File: src/rtl/pipeline_pkg.sv
// Shared definitions for the MEM pipeline stage and its data cache.
// Holds the cache geometry constants, the miss-handling FSM state encoding,
// and helpers for selecting and merging words and byte lanes inside a line.
// There are no ports because this file is a package.
package pipeline_pkg;

  localparam int WORD_BITS   = 32;
  localparam int LINE_BITS   = 128;
  localparam int OFFSET_BITS = 4;

  typedef enum logic [1:0] {
    ST_IDLE   = 2'd0,
    ST_EVICT  = 2'd1,
    ST_FILL   = 2'd2,
    ST_REPLAY = 2'd3
  } dcacheState_e;

  // Word 0 sits in line bits [31:0].
  function automatic logic [WORD_BITS-1:0] getWord(input logic [LINE_BITS-1:0] line,
                                                   input logic [1:0] sel);
    return line[{sel, 5'b00000} +: WORD_BITS];
  endfunction

  function automatic logic [LINE_BITS-1:0] setWord(input logic [LINE_BITS-1:0] line,
                                                   input logic [1:0] sel,
                                                   input logic [WORD_BITS-1:0] word);
    logic [LINE_BITS-1:0] v;
    v = line;
    v[{sel, 5'b00000} +: WORD_BITS] = word;
    return v;
  endfunction

  // Little-endian byte lanes: lane 0 is word bits [7:0].
  function automatic logic [7:0] getByte(input logic [WORD_BITS-1:0] word,
                                         input logic [1:0] lane);
    return word[{lane, 3'b000} +: 8];
  endfunction

  function automatic logic [WORD_BITS-1:0] setByte(input logic [WORD_BITS-1:0] word,
                                                   input logic [1:0] lane,
                                                   input logic [7:0] data);
    logic [WORD_BITS-1:0] v;
    v = word;
    v[{lane, 3'b000} +: 8] = data;
    return v;
  endfunction

endpackage

File: src/rtl/dcache_array.sv
// Storage for the direct-mapped data cache.
// This module holds the tag, valid and dirty state plus the line data for
// each cache line. Reads are combinational at i_index. Writes happen at the
// clock edge and use one port for both line fills and store merges. Reset
// clears valid and dirty asynchronously. Data contents are not reset.
// Ports:
//   clk, reset          clock and async active-high reset
//   i_index             line selected for the read and the write
//   i_we                write the selected line (sets valid)
//   i_wTag/i_wLine      new tag and line data
//   i_wDirty            dirty bit to store with the write
//   o_valid/o_dirty     state of the selected line
//   o_tag/o_line        tag and data of the selected line
module dcache_array
  import pipeline_pkg::*;
#(
  parameter int NUM_LINES = 4,
  parameter int IDX_BITS  = 2,
  parameter int TAG_BITS  = 26
) (
  input  logic                 clk,
  input  logic                 reset,
  input  logic [IDX_BITS-1:0]  i_index,
  input  logic                 i_we,
  input  logic [TAG_BITS-1:0]  i_wTag,
  input  logic [LINE_BITS-1:0] i_wLine,
  input  logic                 i_wDirty,
  output logic                 o_valid,
  output logic                 o_dirty,
  output logic [TAG_BITS-1:0]  o_tag,
  output logic [LINE_BITS-1:0] o_line
);

  logic [NUM_LINES-1:0] r_valid;
  logic [NUM_LINES-1:0] r_dirty;
  logic [TAG_BITS-1:0]  r_tag  [NUM_LINES];
  logic [LINE_BITS-1:0] r_data [NUM_LINES];

  always_ff @(posedge clk or posedge reset) begin
    if (reset) begin
      r_valid <= '0;
      r_dirty <= '0;
      for (int i = 0; i < NUM_LINES; i++) begin
        r_tag[i] <= '0;
      end
    end else if (i_we) begin
      r_valid[i_index] <= 1'b1;
      r_dirty[i_index] <= i_wDirty;
      r_tag[i_index]   <= i_wTag;
    end
  end

  // Line data needs no reset because it is never used while its valid bit is clear.
  always_ff @(posedge clk) begin
    if (i_we) begin
      r_data[i_index] <= i_wLine;
    end
  end

  assign o_valid = r_valid[i_index];
  assign o_dirty = r_dirty[i_index];
  assign o_tag   = r_tag[i_index];
  assign o_line  = r_data[i_index];

endmodule

File: src/rtl/mem_stage_dcache.sv
// MEM pipeline stage with a direct-mapped, write-back, write-allocate data cache.
// Hits complete in the same cycle. A miss raises stall_mem and runs an optional
// eviction and then a line fill. After the fill, one replay cycle passes and the
// held access then hits.
// Ports:
//   clk, reset                      clock and async active-high reset
//   ex_*                            instruction in the EX/MEM slot
//   wb_data_out/rd_out/is_write_out/mov_rm_out   outputs to the MEM/WB register
//   stall_mem                       miss in progress (upstream freezes)
//   mem_req/mem_we/mem_addr/mem_wdata            line request to main memory
//   mem_rdata/mem_ready             fill data and one-cycle completion pulse
module mem_stage_dcache
  import pipeline_pkg::*;
#(
  parameter int NUM_LINES = 4
) (
  input  logic                 clk,
  input  logic                 reset,
  input  logic                 ex_valid,
  input  logic                 ex_is_load,
  input  logic                 ex_is_store,
  input  logic                 ex_is_byte,
  input  logic [31:0]          ex_addr,
  input  logic [31:0]          ex_store_data,
  input  logic [31:0]          ex_alu_result,
  input  logic [4:0]           ex_rd,
  input  logic                 ex_is_write,
  input  logic                 ex_mov_rm,
  output logic [31:0]          wb_data_out,
  output logic [4:0]           rd_out,
  output logic                 is_write_out,
  output logic                 mov_rm_out,
  output logic                 stall_mem,
  output logic                 mem_req,
  output logic                 mem_we,
  output logic [31:0]          mem_addr,
  output logic [LINE_BITS-1:0] mem_wdata,
  input  logic [LINE_BITS-1:0] mem_rdata,
  input  logic                 mem_ready
);

  localparam int IDX_BITS = $clog2(NUM_LINES);
  localparam int TAG_BITS = WORD_BITS - OFFSET_BITS - IDX_BITS;

  dcacheState_e r_state;
  dcacheState_e w_nextState;

  logic [IDX_BITS-1:0]  w_index;
  logic [TAG_BITS-1:0]  w_tag;
  logic [1:0]           w_wordSel;
  logic [1:0]           w_lane;
  logic                 w_isStore;
  logic                 w_isLoad;
  logic                 w_access;
  logic                 w_hit;
  logic                 w_lineValid;
  logic                 w_lineDirty;
  logic [TAG_BITS-1:0]  w_lineTag;
  logic [LINE_BITS-1:0] w_lineData;
  logic [31:0]          w_curWord;
  logic [31:0]          w_newWord;
  logic [31:0]          w_loadData;
  logic                 w_fillWe;
  logic                 w_storeWe;
  logic                 w_arrWe;
  logic [LINE_BITS-1:0] w_arrLine;

  assign w_index   = ex_addr[OFFSET_BITS +: IDX_BITS];
  assign w_tag     = ex_addr[31 -: TAG_BITS];
  assign w_wordSel = ex_addr[3:2];
  assign w_lane    = ex_addr[1:0];

  // When load and store are both set, the instruction is treated as a store.
  assign w_isStore = ex_valid && ex_is_store;
  assign w_isLoad  = ex_valid && ex_is_load && !ex_is_store;
  assign w_access  = w_isStore || w_isLoad;
  assign w_hit     = w_lineValid && (w_lineTag == w_tag);

  dcache_array #(
    .NUM_LINES(NUM_LINES),
    .IDX_BITS (IDX_BITS),
    .TAG_BITS (TAG_BITS)
  ) u_array (
    .clk     (clk),
    .reset   (reset),
    .i_index (w_index),
    .i_we    (w_arrWe),
    .i_wTag  (w_tag),
    .i_wLine (w_arrLine),
    .i_wDirty(!w_fillWe),
    .o_valid (w_lineValid),
    .o_dirty (w_lineDirty),
    .o_tag   (w_lineTag),
    .o_line  (w_lineData)
  );

  // Store data is merged into the current line contents. A fill overwrites the whole line.
  assign w_curWord  = getWord(w_lineData, w_wordSel);
  assign w_newWord  = ex_is_byte ? setByte(w_curWord, w_lane, ex_store_data[7:0]) : ex_store_data;
  assign w_loadData = ex_is_byte ? {24'b0, getByte(w_curWord, w_lane)} : w_curWord;

  assign w_fillWe  = (r_state == ST_FILL) && mem_ready;
  assign w_storeWe = (r_state == ST_IDLE) && w_isStore && w_hit;
  assign w_arrWe   = w_fillWe || w_storeWe;
  assign w_arrLine = w_fillWe ? mem_rdata : setWord(w_lineData, w_wordSel, w_newWord);

  always_ff @(posedge clk or posedge reset) begin
    if (reset) begin
      r_state <= ST_IDLE;
    end else begin
      r_state <= w_nextState;
    end
  end

  always_comb begin
    w_nextState = r_state;
    case (r_state)
      ST_IDLE:   if (w_access && !w_hit) w_nextState = w_lineDirty ? ST_EVICT : ST_FILL;
      ST_EVICT:  if (mem_ready) w_nextState = ST_FILL;
      ST_FILL:   if (mem_ready) w_nextState = ST_REPLAY;
      ST_REPLAY: w_nextState = ST_IDLE;
      default:   w_nextState = ST_IDLE;
    endcase
  end

  // The victim address is rebuilt from the stored tag. Upstream holds the inputs stable
  // during a stall, so this address and the victim data stay fixed until mem_ready.
  always_comb begin
    stall_mem = 1'b0;
    mem_req   = 1'b0;
    mem_we    = 1'b0;
    mem_addr  = '0;
    mem_wdata = '0;
    case (r_state)
      ST_IDLE: stall_mem = w_access && !w_hit;
      ST_EVICT: begin
        stall_mem = 1'b1;
        mem_req   = 1'b1;
        mem_we    = 1'b1;
        mem_addr  = {w_lineTag, w_index, {OFFSET_BITS{1'b0}}};
        mem_wdata = w_lineData;
      end
      ST_FILL: begin
        stall_mem = 1'b1;
        mem_req   = 1'b1;
        mem_addr  = {w_tag, w_index, {OFFSET_BITS{1'b0}}};
      end
      ST_REPLAY: stall_mem = 1'b1;
      default: stall_mem = 1'b0;
    endcase
    if (reset) stall_mem = 1'b0;
  end

  always_comb begin
    wb_data_out  = '0;
    rd_out       = '0;
    is_write_out = 1'b0;
    mov_rm_out   = 1'b0;
    if (!reset && ex_valid && !stall_mem) begin
      rd_out       = ex_rd;
      is_write_out = ex_is_write && !ex_is_store;
      mov_rm_out   = ex_mov_rm;
      if (w_isLoad) begin
        wb_data_out = w_loadData;
      end else if (!ex_is_store) begin
        wb_data_out = ex_alu_result;
      end
    end
  end

endmodule

File: config.mk
export PLATFORM = sky130hd
export DESIGN_NAME = mem_stage_dcache
export DESIGN_NICKNAME = d
export VERILOG_FILES = /design/src/rtl/pipeline_pkg.sv /design/src/rtl/dcache_array.sv /design/src/rtl/mem_stage_dcache.sv
export SDC_FILE = /design/constraint.sdc
export NUM_CORES = 1
export LEC_CHECK = 0
export CORE_MARGIN = 10
export CORE_UTILIZATION = 55
export CTS_CLUSTER_DIAMETER = 100
export DETAILED_ROUTE_END_ITERATION = 16
export PLACE_DENSITY = 0.8
export SLEW_MARGIN = 15
export SYNTH_ARGS = -nofsm -noshare
export SYNTH_HDL_FRONTEND = slang
export SYNTH_SLANG_ARGS = --single-unit
File: constraint.sdc
create_clock -name clk -period 17.06 [get_ports clk]
set_input_delay 3.412 -clock clk [delete_from_list [all_inputs] [get_ports clk]]
set_output_delay 3.412 -clock clk [all_outputs]
set_load 0.02 [all_outputs]
==> metrics list, run 1 <==
- The root buffer cell chosen for the clock tree is clkbuf_16.
- The die covers 66600 um2.
- For the pin with the worst max-slew slack, the measured transition is 1.21 ns.
* Total power: 5.19 mW
- In this run the worst hold path is classified as flip-flop to flip-flop.
- The number of setup buffers added after CTS is 0.
- Number of gates given a new drive strength after cts: 0
* Antenna cells: 0
* Main synth FF type: edfxtp_1
- Once the floorplan was initialized, standard cells occupied 55.4% of the core.
* Vias per cell: 7.02
* Critical path startpoint category: primary input
- Total power density per cell area: 136 nW/um2
- Capturing element type of the critical path: output pin
- Vias in the first global route: 24300
- In this run, synthesis inferred 512 flip-flops with an integrated enable.
* Portion of total power attributed to combinational logic: 32.4%
- Count of placed standard cells including taps: 3299
- After detailed routing, the average wire length per cell comes to 32.3 um.
* Post-route DRC: 0
- Final-report hold violation count: 0
* Leakage power figure: 13.2 nW
- Global-route track usage on met1: 39.5%
- No sink is reached through more buffers than the 3 on the longest clock path.
- Entering global routing, the biggest net connects 129 pins.
- The H-tree was split into 3 levels.
* Nets@finish: 2863
* Final non-filler cell area: 38200 um2
* Achievable Freq: 81.6 MHz
- In this run the worst path has a maximum fanout of 78.
- Syn avg cell area: 13.8 um2
- Tracing the worst setup path back leads to its startpoint at ex_addr[4].
* Width of the die: 258 um
- Top library cells by usage in the layout, fill and taps aside: edfxtp_1, clkdlybuf4s50_1, nor2_1
- GR met2 Demand/Resource: 49.6%
* Synth async-reset ratio: 18.2%
- Cell area after placement: 36100 um2
- # port buffers: 435
- Max_cap viols: 0
* Most heavily used metal layer in global routing: met2
- OpenSTA, run right after detailed placement, puts the worst setup slack at 4.78 ns.
- Final routed wirelength across all metal layers: 110 mm
- Total negative setup slack: 0 ns
- Counting the buffers created by CTS gives 66.
* Run status: finished, final reports clean
* Boundary Pins: 440
- Clock insertion delay at the later pin of the skew report: 0.61 ns
* Met3 usage: 11.5%
- Tightest hold margin: 0.475 ns
- The first detailed-routing pass took 8 iterations.
- Placeable core area: 56300 um2
- Across the VDD grid, the largest voltage drop is 0.000110 V.
* Final number of max-transition violations: 0
- Period utilisation layout: 71.8%
* Global-route wire length before repair: 161 mm
- The worst register-to-register path begins at u_array.r_tag[25].
* Number of hold buffers added after CTS: 0
- For the final database, setup skew stands at 0.0403 ns.
* Hold path startpoint: u_array.r_valid[2]
- TritonCTS clock tree: done
- The library cell used most frequently in the layout, excluding fill and tap cells, is edfxtp_1.
* DP Wirelength: 72.8 mm
* Routed via count: 24000
- Internal power comes to 3.47 mW.
- Switching Fraction: 33.1%
- Setup repair after global routing left no endpoint under its margin.
* Gate Count Post-Synth: 2252
* Remaining antenna violation count: 0
- Placer Congestion: 0.983
- In this run, distinct cell masters in the synthesized netlist total 67.
- Final standard cell utilization of the core: 67.9%
- Fraction of the yosys area taken by sequential cells: 58.4%
- Post-synthesis register bit count: 626
- For this block, the initial DRC count from the detailed router was 3522.
- CTS saw 626 sinks.
- Worst slew margin relative to its limit: 18.9%
* Least setup slack across all paths after layout: 4.80 ns
* Psw: 1.72 mW
* Critical setup path kind: primary input to output pin
- Clock-pin slew was measured on the worst setup and hold paths at 0.06 ns.
* Syn Std Cell Area: 31200 um2
* Fraction of final layout cells with drive strength greater than 1: 15.1%
* Share of power burned in the clock network: 27.0%
* Endpoints failing setup: 0
- During synthesis, Yosys emitted a total of 0 warnings.
- The number of antenna violations at the first check in global routing came to 3.
* Part of the total power dissipated in sequential elements: 40.6%
- Vert. Die Dim: 258 um
* Number of rows created at floorplan: 87
- For the finished layout, the period the worst path requires is 12.26 ns.
- STA puts the critical path data required time at 13.65 ns.
- Relative to the synthesized area, the layout overhead comes to 22.4%.
* CP Data Arrival Time: 8.84 ns
- Global routing used 32.4% of the available tracks across all layers.
- Post-Layout Cell Count: 3413
- Remaining Overflow, GRT: 0
[sequential cells by signal, summed over array words and instances (netlist names)]
| register | cells |
|---|---|
| u_array.r_data | 512 |
| u_array.r_tag | 104 |
| u_array.r_dirty | 4 |
| u_array.r_valid | 4 |
| r_state | 2 |
[worst max-delay path, cell delays in order]
cell and delay [ns]:
buf_8 0.44, buf_4 0.85, buf_4 0.72, mux4_2 0.46, inv_1 0.10, o22ai_1 0.08, or4b_2 0.74, nor3_1 0.37
a21oi_4 0.33, nor4_1 0.45, clkdlybuf4s50_1 0.68
[power by group through the flow]
stage	clock, mW	combinational (mW)	sequential (mW)
after floorplan	0	1.03	2.11
after global placement	0	1.59	2.12
after detailed placement	0	1.63	2.13
after CTS	1.40	1.65	2.10
after global routing	1.47	1.77	2.12
final	1.40	1.68	2.11
[kinds of logic after synthesis]
kind of cell	synth area share, %
other cells	0.0120
flops	58.4
compound gates	13.5
buf+inv	3.81
fa+ha+maj	0.562
mux	13.8
xor+xnor	0.393
simple gates	9.45
[layer usage]
layer,share of wire (%),up-vias
li1,-,9615
met1,34,11800
met2,46,2165
met3,15,377
met4,6.0,8
met5,0.031,-
[worst paths after layout]
check,to,slack [ns],cells past startpoint
setup reg to reg,u_array.r_data[2][9],11.68,9
hold / removal,u_array.r_valid[2],0.47,1
max in group asynchronous,u_array.r_tag[43],12.52,3
min in group asynchronous,u_array.r_tag[82],3.35,2
setup / recovery,wb_data_out[4],4.80,11
hold reg to reg,u_array.r_valid[2],0.47,1
[synth_stat cells, types with 44 or more instances]
cell      instances  area, um2
edfxtp_1        512      15400
nor2_1          253        950
mux4_2          171       3850
and2_1          133        832
nand2_1         127        477
clkbuf_1        120        450
dfrtp_1         114       2850
inv_1            90        338
a221oi_1         89        780
a22oi_1          68        510
o32ai_1          60        526
o21a_1           44        330
[final cells by class]
type                    count  area, um2
multi-input cells        1347      11900
clock inverters            30        263
clock buffers              84       1810
flip-flops and latches    626      18200
fillers                  3804      18100
inverters                  92        348
repair buffers            478       4710
well taps                 756        946
Note: power is estimated with default switching activity, not from simulation.
==> run 2, diff against run 1 <==
--- a/config.mk
+++ b/config.mk
@@ -6,10 +6,10 @@
 export NUM_CORES = 1
 export LEC_CHECK = 0
 export CORE_MARGIN = 10
-export CORE_UTILIZATION = 55
+export CORE_UTILIZATION = 50
 export CTS_CLUSTER_DIAMETER = 100
 export DETAILED_ROUTE_END_ITERATION = 16
-export PLACE_DENSITY = 0.8
+export PLACE_DENSITY = 0.77
 export SLEW_MARGIN = 15
 export SYNTH_ARGS = -nofsm -noshare
 export SYNTH_HDL_FRONTEND = slang
==> constraint.sdc (replaced) <==
create_clock -name clk -period 10.4 [get_ports clk]
set_input_delay 2.08 -clock clk [delete_from_list [all_inputs] [get_ports clk]]
set_output_delay 2.08 -clock clk [all_outputs]
set_load 0.02 [all_outputs]
==> metrics list, run 2 (synthesis results as in run 1) <==
- Largest registers: u_array.r_data (512), u_array.r_tag (104)
* CTS root buf: clkbuf_16
- The path depth of the worst reg2reg path came to 8 (-1).
- Unrepaired setup endpoints after global routing: no
* Flip-flop count of the largest register, all copies and words added: 512 (unchanged)
* Final routed wirelength across all metal layers: 115 mm (+4.1%)
- Relative to the synthesized area, the layout overhead comes to 23.6%.
- The worst setup path is launched from a primary input.
* Part of the total power dissipated in sequential elements: 40.2% (-0.4 points)
- The post-detailed-route DRC marker count was 0 (unchanged).
- Portion of total power attributed to combinational logic: 32.3% (about the same)
* Die area: 72800 um2 (+9.2%)
- Initial antenna violation count: 9 (+6)
- Vias in the first global route: 24500 (+1.1%)
* Worst reg2reg startpoint: u_array.r_tag[34]
- # port buffers: 435 (unchanged)
- The largest individual stage delay along the critical path comes from the cell nor4_1.
* Register area: 18200 um2 (unchanged)
- DP Wirelength: 76.4 mm (+5.0%)
- The switching share of total power was 33.4% (+0.31 points).
* Max_cap viols: 0 (unchanged)
- The normalized max-slew margin was 15.8% (-3.1 points).
- Max Root-Sink Buffers: 3 (unchanged)
* Hold path startpoint: u_array.r_valid[2]
- Vias per cell: 6.91 (-1.7%)
- The placement row count came to 91 (+4.6%).
- The hold slack came to 0.469 ns (-0.00563 ns).
- The number of iterations in the first detailed-routing pass came to 6 (-2).
- Post-CTS repair timing setup buffer count: 0 (unchanged)
- The clock buffer count from CTS came to 69 (+4.5%).
- Counting I/O delays and the setup requirement, the final critical path takes 9.23 ns.
* Hold worst-path end: u_array.r_valid[2]
- Achievable Freq: 108 MHz
- In the layout the commonest cells are edfxtp_1, clkdlybuf4s50_1, nor2_1.
- Capturing element type of the critical path: output pin
* Share of power burned in the clock network: 27.5% (+0.5 points)
- Critical setup path kind: primary input to output pin
- Cell internal pwr: 5.74 mW (+65%)
* Total power density per cell area: 224 nW/um2 (+65%)
- The final net count came to 2876 (+0.45%).
* Clock skew after layout: 0.0324 ns (-0.00792 ns)
* Run status: finished, final reports clean
* Capturing point of the worst reg2reg path: u_array.r_data[0][47]
- The highest fanout seen on the critical path is 80 (+2.6%).
* Type of the most critical hold path: flip-flop to flip-flop
* Initial core utilization: 50.5% (-4.9 points)
* Endpoints failing setup: 0 (unchanged)
- The count of buffering cells on the critical path with inverters included came to 3 (-2).
- The worst endpoint required time was 8.32 ns (-5.33 ns).
- The clock-pin slew of the registers on the worst-case setup and hold paths is 0.05 ns (about the same).
- Max incr delay on CP: 1.10 ns (+0.25 ns)
- The share of post-route cells with drive strength above 1 came to 15.5% (+0.46 points).
* Tightest Pin Transition: 1.25 ns (+0.0374 ns)
- Count of H-tree levels built during CTS: 3 (unchanged)
* Setup slack of the most critical reg-to-reg path: 6.00 ns (-5.68 ns)
- Wire length per cell after detailed routing: 32.6 um (+0.97%)
- Width of the die: 270 um (+4.5%)
- Number of hold buffers added after CTS: 0 (unchanged)
- Psw: 2.88 mW (+68%)
- Ordered list of cells on the worst path: buf_8, buf_12, mux4_2, xnor2_1, nand4_1, nor4_2, a21oi_4, nor4_1, clkdlybuf4s50_1
- The core outline area is 61700 um2 (+9.7%).
* Maximum number of pins on one net before global-route repair: 129 (unchanged)
- All-Layer GR Usage: 30.6% (-1.7 points)
- The final weighted congestion of routability-driven global placement came to 0.937 (-4.6%).
- The max-slew violation total from the final report is 0 (unchanged).
- The initial DRC count is 4039 (+15%).
- The total negative slack came to 0 ns (unchanged).
* Routed via count: 24300 (+1.4%)
* Remaining Overflow, GRT: 0 (unchanged)
* Final-report hold violation count: 0 (unchanged)
* Sinks on the clock net: 626 (unchanged)
* Fill count: 4577 (+20%)
- Period utilisation layout: 88.7%
* Boundary Pins: 440 (unchanged)
- The clock insertion delay at the later pin of the skew report was 0.61 ns (about the same).
- The hold-critical path depth was 1 (unchanged).
* Most flops, register: u_array.r_data
- Leading cell type in the layout, fill and taps excluded: edfxtp_1
- The count of cells resized by post-cts repair is 0 (unchanged).
- CP Data Arrival Time: 7.15 ns (-1.69 ns)
- IR Drop Worst-Case VDD: 0.000129 V (+17%)
- The leakage power summed over all cells is 13.3 nW (+0.92%).
* Vert. Die Dim: 270 um (+4.5%)
- Remaining antenna violation count: 0 (unchanged)
- The kind of cell with the highest combined delay along the critical path is simple AND/OR/NAND/NOR gates.
- The first-pass GRT wire length came to 167 mm (+3.9%).
- The multi-input logic area was 11900 um2 (+0.24%).
- TritonCTS clock tree: done
run 2: power by group through the flow:
stage	Combinational, mW	Sequential [mW]	Clock, mW
global route	2.95	3.49	2.48
global placement	2.66	3.48	0
floorplan	1.69	3.46	0
finish	2.79	3.47	2.37
detailed placement	2.72	3.50	0
CTS	2.74	3.46	2.37
run 2: routing by layer:
metal	vias up	GRT usage [%]	wire (um)
met5	-	0	53
met4	6	15.0	5910
met3	371	9.57	15700
met2	2215	47.2	52500
met1	12100	38.9	40500
li1	9649	-	-
run 2: worst register-to-register path, delay by kind of cell (launching register included):
family | cells | cell delay (ns)
AND/OR/NAND/NOR | 2 | 1.07
AO/OA/AOI/OAI | 3 | 1.05
buffers and inverters | 1 | 0.57
multiplexers | 1 | 0.49
flip-flops | 1 | 0.39
XOR/XNOR | 1 | 0.23
run 2: worst max-delay path by stage:
stage                    start  cells past startpoint  slack [ns]              endpoint
floorplan           ex_addr[5]                      9       0.008  u_array.r_data[2][0]
global placement    ex_addr[5]                      9        1.21        wb_data_out[5]
detailed placement  ex_addr[5]                      9        1.15        wb_data_out[5]
CTS                 ex_addr[5]                      9        1.13        wb_data_out[5]
global route        ex_addr[5]                      9        1.06        wb_data_out[6]
finish              ex_addr[5]                      9        1.17        wb_data_out[6]
run 2: per-stage QoR:
| step | std cells | instance area [um2] | setup slack (ns) | util [%] | power, mW |
|---|---|---|---|---|---|
| floorplan | 2255 | 31200 | 0.00822 | - | 5.15 |
| global placement | 3389 | 36400 | 1.21 | 58.9 | 6.14 |
| detailed placement | 3389 | 36400 | 1.15 | 58.9 | 6.23 |
| CTS | 3511 | 38500 | 1.13 | 62.4 | 8.57 |
| global route | 3515 | 38500 | 1.06 | 62.5 | 8.92 |
| finish | 3518 | 38600 | 1.17 | 62.5 | 8.62 |
run 2: area by class of cell:
cell class / instances / share of cell area, %
clock inverters: 32 / 0.746
well taps: 837 / 2.72
multi-input cells: 1347 / 30.9
inverters: 92 / 0.902
clock buffers: 90 / 4.85
diodes: 6 / 0.0389
repair buffers: 488 / 12.6
flip-flops and latches: 626 / 47.3
